<file path="config.mk">
export PLATFORM = sky130hd
export DESIGN_NAME = sliding_tile_board
export DESIGN_NICKNAME = d
export VERILOG_FILES = /design/src/rtl/sliding_tile_pkg.sv /design/src/rtl/sliding_tile_lfsr.sv /design/src/rtl/sliding_tile_board.sv
export SDC_FILE = /design/constraint.sdc
export NUM_CORES = 1
export LEC_CHECK = 0
export ABC_AREA = 1
export BUFFER_PORTS_ARGS = -buffer_cell sky130_fd_sc_hd__buf_2
export CELL_PAD_IN_SITES_DETAIL_PLACEMENT = 0
export CELL_PAD_IN_SITES_GLOBAL_PLACEMENT = 1
export CORE_AREA = 2 2 131 133
export DETAILED_ROUTE_END_ITERATION = 10
export DIE_AREA = 0 0 133 135
export PLACE_DENSITY = 0.76
export SYNTH_ARGS = -nofsm -noshare
export SYNTH_HDL_FRONTEND = slang
export SYNTH_SLANG_ARGS = --single-unit
export TNS_END_PERCENT = 100
</file>
<file path="constraint.sdc">
create_clock -name clk -period 4.2 [get_ports clk]
set_clock_uncertainty 0.15 [all_clocks]
set_input_delay 0.63 -clock clk [delete_from_list [all_inputs] [get_ports clk]]
set_output_delay 0.63 -clock clk [all_outputs]
set_load 0.005 [all_outputs]
</file>
<file path="src/rtl/sliding_tile_pkg.sv">
// Shared types for the sliding-tile puzzle board.
// Directions name where the blank moves; inverse() flips LEFT/RIGHT and UP/DOWN.
package sliding_tile_pkg;

  typedef enum logic [1:0] {
    LEFT  = 2'b00,
    RIGHT = 2'b01,
    UP    = 2'b10,
    DOWN  = 2'b11
  } dir_e;

  typedef enum logic {
    PLAY     = 1'b0,
    SCRAMBLE = 1'b1
  } state_e;

  function automatic dir_e inverse(dir_e d);
    return dir_e'(d ^ 2'b01);
  endfunction

endpackage

</file>
<file path="src/rtl/sliding_tile_lfsr.sv">
// 16-bit Fibonacci LFSR, x^16+x^14+x^13+x^11+1.
// Loads seed on reset and steps only while en is high.
module sliding_tile_lfsr (
  input  logic        clk,
  input  logic        reset,
  input  logic        en,
  input  logic [15:0] seed,
  output logic [15:0] out
);

  logic fb;

  assign fb = out[15] ^ out[13] ^ out[12] ^ out[10];

  always_ff @(posedge clk) begin
    if (reset) begin
      out <= seed;
    end else if (en) begin
      out <= {out[14:0], fb};
    end
  end

endmodule

</file>
<file path="src/rtl/sliding_tile_board.sv">
// N x N sliding-tile puzzle with user moves and LFSR-driven scramble.
// User and scramble paths share one legality / target-index datapath.
module sliding_tile_board
  import sliding_tile_pkg::*;
#(
  parameter int          N     = 3,
  parameter int          TW    = $clog2(N*N),
  parameter int          CNT_W = 16,
  parameter logic [15:0] SEED  = 16'hACE1
) (
  input  logic               clk,
  input  logic               reset,
  input  logic               move_val,
  output logic               move_rdy,
  input  logic [1:0]         move_dir,
  input  logic               scr_start,
  input  logic [7:0]         scr_len,
  output logic               busy,
  output logic               move_ok,
  output logic               move_err,
  output logic [N*N*TW-1:0]  board,
  output logic [1:0]         blank_row,
  output logic [1:0]         blank_col,
  output logic               solved,
  output logic [CNT_W-1:0]   move_count
);

  localparam int CELLS = N * N;
  localparam int IW    = $clog2(CELLS);

  logic [TW-1:0] cells [CELLS];
  state_e        state;
  logic [7:0]    remaining;
  dir_e          prev_dir;
  logic          prev_vld;

  logic [15:0] lfsr_out;
  logic        lfsr_en;
  logic        lfsr_unused;

  dir_e          dir;
  logic          legal;
  logic          scr_take;
  logic          apply;
  logic [1:0]    tgt_row;
  logic [1:0]    tgt_col;
  logic [IW-1:0] tgt_idx;
  logic [IW-1:0] blank_idx;

  assign lfsr_en     = (state == SCRAMBLE);
  assign lfsr_unused = ^lfsr_out[15:2];
  assign move_rdy    = (state == PLAY);
  assign busy        = (state == SCRAMBLE);

  sliding_tile_lfsr u_lfsr (
    .clk   (clk),
    .reset (reset),
    .en    (lfsr_en),
    .seed  (SEED),
    .out   (lfsr_out)
  );

  always_comb begin
    dir     = (state == SCRAMBLE) ? dir_e'(lfsr_out[1:0])
                                  : dir_e'(move_dir);
    tgt_row = blank_row;
    tgt_col = blank_col;
    legal   = 1'b0;
    unique case (dir)
      LEFT: begin
        legal   = (blank_col != 2'd0);
        tgt_col = blank_col - 2'd1;
      end
      RIGHT: begin
        legal   = (int'(blank_col) < N - 1);
        tgt_col = blank_col + 2'd1;
      end
      UP: begin
        legal   = (blank_row != 2'd0);
        tgt_row = blank_row - 2'd1;
      end
      DOWN: begin
        legal   = (int'(blank_row) < N - 1);
        tgt_row = blank_row + 2'd1;
      end
    endcase
    tgt_idx   = IW'(int'(tgt_row) * N + int'(tgt_col));
    blank_idx = IW'(int'(blank_row) * N + int'(blank_col));
    // Scramble never undoes its own previous step.
    scr_take  = legal && !(prev_vld && dir == inverse(prev_dir));
    apply     = (state == PLAY) ? (move_val && legal)
                                : (remaining != 8'd0 && scr_take);
  end

  always_ff @(posedge clk) begin
    if (reset) begin
      for (int k = 0; k < CELLS; k++) begin
        cells[k] <= (k == CELLS - 1) ? '0 : TW'(k + 1);
      end
      blank_row  <= 2'(N - 1);
      blank_col  <= 2'(N - 1);
      move_count <= '0;
      move_ok    <= 1'b0;
      move_err   <= 1'b0;
      state      <= PLAY;
      remaining  <= 8'd0;
      prev_dir   <= LEFT;
      prev_vld   <= 1'b0;
    end else begin
      move_ok  <= 1'b0;
      move_err <= 1'b0;
      if (apply) begin
        cells[tgt_idx]   <= '0;
        cells[blank_idx] <= cells[tgt_idx];
        blank_row        <= tgt_row;
        blank_col        <= tgt_col;
      end
      unique case (state)
        PLAY: begin
          if (move_val) begin
            move_ok  <= legal;
            move_err <= !legal;
            if (legal && move_count != '1) begin
              move_count <= move_count + CNT_W'(1);
            end
          end else if (scr_start && scr_len != 8'd0) begin
            state     <= SCRAMBLE;
            remaining <= scr_len;
            prev_vld  <= 1'b0;
          end
        end
        SCRAMBLE: begin
          if (remaining == 8'd0) begin
            state      <= PLAY;
            move_count <= '0;
          end else if (scr_take) begin
            prev_dir  <= dir;
            prev_vld  <= 1'b1;
            remaining <= remaining - 8'd1;
          end
        end
      endcase
    end
  end

  always_comb begin
    solved = 1'b1;
    for (int k = 0; k < CELLS; k++) begin
      if (cells[k] != ((k == CELLS - 1) ? '0 : TW'(k + 1))) begin
        solved = 1'b0;
      end
    end
  end

  for (genvar k = 0; k < CELLS; k++) begin : g_board
    assign board[k*TW +: TW] = cells[k];
  end

endmodule

</file>
# Word-level counts from Yosys, hierarchy flattened
# Memories as Yosys holds them, arrays and structs flattened.
# Cells that the tools add are included.
# classes
add_sub_neg	8
n_mul	2
n_div	0
magnitude_cmp	2
eq_ne	20
shifts	0
muxes	43
bitwise_logic	7
n_reduce_logical	21
# op_table
op	n
two-way mux 16 bit	3
two-way mux 8 bit	4
one-hot mux 16 bit (2 select lines)	1
two-way mux 1 bit	24
adder 16 x 1 -> 16 bit, second input constant	1
two-way mux 4 bit	4
inequality test 16 bit, second input constant	1
inequality test 4 x 3 -> 1 bit, second input constant	4
one-hot mux 8 bit (2 select lines)	1
nonzero test 8 bit	2
adder 4 x 2 -> 4 bit	2
zero test 8 bit	1
multiplier 2 x 2 -> 4 bit, second input constant	2
inequality test 2 x 1 -> 1 bit, second input constant	4
inequality test 4 x 2 -> 1 bit, second input constant	2
one-hot mux 2 bit (2 select lines)	2
OR reduction 4 bit	2
subtractor 8 x 1 -> 8 bit, second input constant	1
logical AND 1 bit	6
inequality test 2 bit, second input constant	3
AND reduction 3 bit	2
adder 2 x 1 -> 2 bit, second input constant	2
equality test 2 bit, second input constant	2
< comparator 2 bit, second input constant	2
other kinds (16)	25
# word_totals
ff_bits	50
latch_bits	0
ram_bits	36
romBits	0
input_bits	14
out_inout_bits	61
wordCells	114
mem_count	1
# memory_table
name	words	width	rd	rd_clocked_by_memory_dff	wr	line	rtl
cells	9	4	10	0	9	sliding_tile_board.sv:31	logic [TW-1:0] cells [CELLS];

# Depth between registers and ports, before layout
# depth
ltp_word	12
depth_mapped	24
mapped_depth_nobuf	21

# By module
# Synthesis repeated with hierarchy kept, for this count alone.
# unflattened
hier_cells	826
area_unflattened_um2	6618.8
# modules_own_cells
mod	n_inst	cells_each	area_per_inst_um2	seq_area_each_um2
sliding_tile_board	1	745	5863.1	2602.5
sliding_tile_lfsr	1	81	755.7	480.5

# Worst setup path before layout
# OpenSTA, ideal clock, no wires.
# synth_timing
path_kind	input to register
startpoint	in move_dir[1]
endpoint	mem cells[12][3] in the netlist's numbering (data pin)
setup_ns	0.259
arrival_ns	3.647
t_required_ns	3.791
slack_ns	0.143
stages	22
n_path_buf	3
path_cell_list	nand2_2 > nand2_2 > buf_6 > nand2_1 > inv_1 > ha_1 > xnor2_1 > nand2_1 > o21ai_0 > fa_1 > inv_1 > ha_1 > nand2_1 > inv_2 > buf_4 > a22oi_1 > nand2_1 > nand2_1 > nand4_1 > inv_1 > buf_2 > nor2_1
# synth_rtl
element	line	rtl
start, declared	sliding_tile_board.sv:15	input logic [1:0] move_dir,
end, declared	sliding_tile_board.sv:31	

==> flow_summary_export.csv <==
group,metric,value,unit
routing,vias_per_cell,5.029,
final_layout,area_growth,22.25,%
routing,postRouteAntennaNets,0,
global_route,grt_pass1_vias,5154,
synth,ys_top_cells_by_count,"nand2_1 (173), nor2_1 (136), edfxtp_1 (64)",
worst_setup_path,crit_family,"adder cells",
timing,setup_viol,0,
clock_tree,cts_tree,"yes",
worst_setup_path,crit_type,"register to register",
floorplan,core_area,16410,sq um
synth,synthFlopType,"edfxtp_1",
timing,clock.fmax,0.2531,GHz
floorplan,rows,47,
routing,dr.pass1.iters,7,
synth,yosysTopAreaCellShare,30.46,%
power_and_ir_drop,p_leak,0.003323,uW
clock_tree,clockBufferDepth,2,
synth,async_flop_share,0,%
synth,syn_nets,814,
worst_setup_path,reg2reg_depth,20,
synth,synth_edf_count,64,
worst_hold_path,min_delay_path_depth,2,
routing,drtIter0Drc,435,
timing,fin_ws,0.2485,ns
synth,yosysWarnings,0,
synth,synthTopCellsByArea,"edfxtp_1 (30%), dfxtp_1 (16%), nand2_1 (10%)",
clock_tree,cts_max_level,4,
synth,ys_ff_latch,114,
timing,finalMaxSlewViolations,0,
floorplan,start_util,38.46,%
floorplan,dieArea,17960,sq um
synth,synth_cell_types,41,
synth,syn-cell-area,6310,sq um
synth,syn_avg_cell_area,8.007,sq um
timing,hold_violations,0,
global_route,grt_first_pass_wirelength,27720,microns
synth,ys_seq_area_share,46.32,%
placement,gp_congestion,0.8777,
placement,portBuffers,74,
timing,fin_crit_sh,94.08,%
power_and_ir_drop,power_density,661.9,nW/um^2
final_layout,fin_area,7714,sq um
worst_setup_path,worstSetupEndpointType,"register",
power_and_ir_drop,vdd_drop_max,0.4865,mV
worst_setup_path,path_cells,"inv_2 > nand2_2 > and2_4 > buf_4 > nor2_1 > ha_1 > xnor2_1 > nor2_1 > a21oi_1 > fa_1 > inv_1 > ha_2 > fa_2 > nor2_1 > buf_4 > o21ai_0 > nand4_1 > inv_1 > buf_4 > nor2_1",
placement,placed_cell_area,7098,sq um
final_layout,fill_cells,1590,
final_layout,diodes,0,
routing,wl_per_cell,15.47,microns
floorplan,io_pins,75,
synth,syn_inst,788,
placement,place_ws,-0.2921,ns
worst_setup_path,worstPathRequired,4.22,ns
synth,yosysMostFrequentCell,"nand2_1",
clock_tree,worstSkewPairLatency,0.43,ns
global_route,antenna_found_initial,0,
floorplan,die_height,135,microns
clock_tree,clk_pin_slew_worst_paths,0.05,ns
worst_setup_path,crit_cells,20,
worst_setup_path,cp_num_buf_inv,6,
timing,slew-limit-headroom,58.71,%
routing,drc,0,
clock_tree,cts-root-buf,"clkbuf_16",
worst_setup_path,path_max_fanout,8,
worst_setup_path,cp_slowest_cell,"fa_2",
worst_hold_path,min_path_type,"register to register",
placement,hpwl,12670,microns
timing,tightestPinTransition,0.6176,ns
synth,yosys.area.top_type,"edfxtp_1",
job,drv_cap,0,
timing,rsz0062_at_grt,"no",
worst_setup_path,slowest_delay,0.57,ns
run_status,status,"completed",
clock_tree,numCtsBuffers,17,
final_layout,final_layout_size_suffix_gt1_share,22.09,%
global_route,track_usage,19.90,%
global_route,grt_overflow,0,
routing,wl,17350,microns
final_layout,fin_nets,914,
global_route,grt_start_max_net_pins,52,
timing,period_minus_slack,3.952,ns
floorplan,die_width,133,microns
worst_setup_path,crit_arrival,3.97,ns
worst_setup_path,setup.worst_path.start_class,"register",
worst_setup_path,cp_common_cell,"nor2_1",
routing,vias,5638,
clock_tree,clock-sinks,114,
power_and_ir_drop,design_power_total,5106,uW
final timing paths:
check / slack (ns) / to / from
setup / recovery: 0.25 / cells[12][2]$_SDFFCE_PN0P_ / busy$_SDFF_PP0_
hold / removal: 0.31 / u_lfsr.out[7]$_SDFFE_PP1P_ / u_lfsr.out[7]$_SDFFE_PP1P_
setup reg to reg: 0.25 / cells[12][2]$_SDFFCE_PN0P_ / busy$_SDFF_PP0_
hold reg to reg: 0.31 / u_lfsr.out[7]$_SDFFE_PP1P_ / u_lfsr.out[7]$_SDFFE_PP1P_
sequential cells by signal (all words and copies together), names as in the netlist:
name,cells
move_ok,1
remaining,8
blank_row,2
u_lfsr.out,16
prev_vld,1
move_count,16
move_err,1
prev_dir,2
busy,1
blank_col,2
cells,64
metal layers:
metal | part of all wire, % | routed length (microns) | GRT usage, %
met1 | 48 | 8307 | 27.64
met5 | 0 | 0 | 0
met2 | 45 | 7783 | 30.57
met3 | 5.3 | 921 | 4.092
met4 | 1.9 | 334 | 7.766
cell families after synthesis:
| logic type | Yosys count | share of synthesized area (%) |
|---|---|---|
| xor gates and xnor gates | 14 | 2.062 |
| buffers and inverters | 101 | 7.416 |
| adders and majority gates | 12 | 2.856 |
| AOI/OAI and AO/OA | 94 | 8.646 |
| and+or+nand+nor | 453 | 32.70 |
| DFF | 114 | 46.32 |
power by group:
group | switching [uW] | internal [uW]
combinational | 1480 | 925
clock | 493 | 885
sequential | 58.4 | 1270
cell usage in the layout (no fill, tap or decap), types with 8 or more instances in the layout:
cell / count
xor2_1: 8
nand2_1: 173
a21oi_1: 32
a22oi_1: 22
nor2_2: 24
nand4_1: 33
buf_4: 34
edfxtp_1: 64
nand3_1: 47
nand2_4: 8
clkbuf_16: 19
buf_2: 74
dfxtp_1: 49
inv_1: 62
nor2_1: 134
o21ai_0: 34
final cells by class:
cell class              count  area, sq um  share of cell area, %
clock inverters             3        16.27                 0.2109
inverters                  68        255.2                  3.309
flip-flops and latches    114         2924                  37.91
clock buffers              29        553.0                  7.169
repair buffers            114        745.7                  9.667
well taps                 220        275.3                  3.569
multi-input cells         573         2944                  38.17
repair_timing:
| item | 4_1_cts | 5_1_grt |
|---|---|---|
| buffers inserted | 0 | 1 |
| pin swaps | 0 | 3 |
| hold buffers | 0 | 0 |
| setup endpoints to repair | 13 | 111 |
| gates resized for setup | 1 | 8 |
stage by stage:
stage / util (%) / instances / setup TNS [ns] / hold WS, ns
after floorplan: - / 788 / 0 / 0.2792
after global placement: 43.26 / 1088 / -12.76 / 0.2925
after detailed placement: 43.26 / 1088 / -17.54 / 0.2925
after CTS: 46.76 / 1120 / 0 / 0.3063
after global routing: 47.01 / 1121 / 0 / 0.3404
final: 47.01 / 1121 / 0 / 0.3070
tightest hold or removal path, stage by stage, from the launching register on:
cell and delay [ns]:
dfxtp_1 0.32, nand2_1 0.05, nand3_1 0.05
Note: power is estimated with default switching activity, not from simulation.
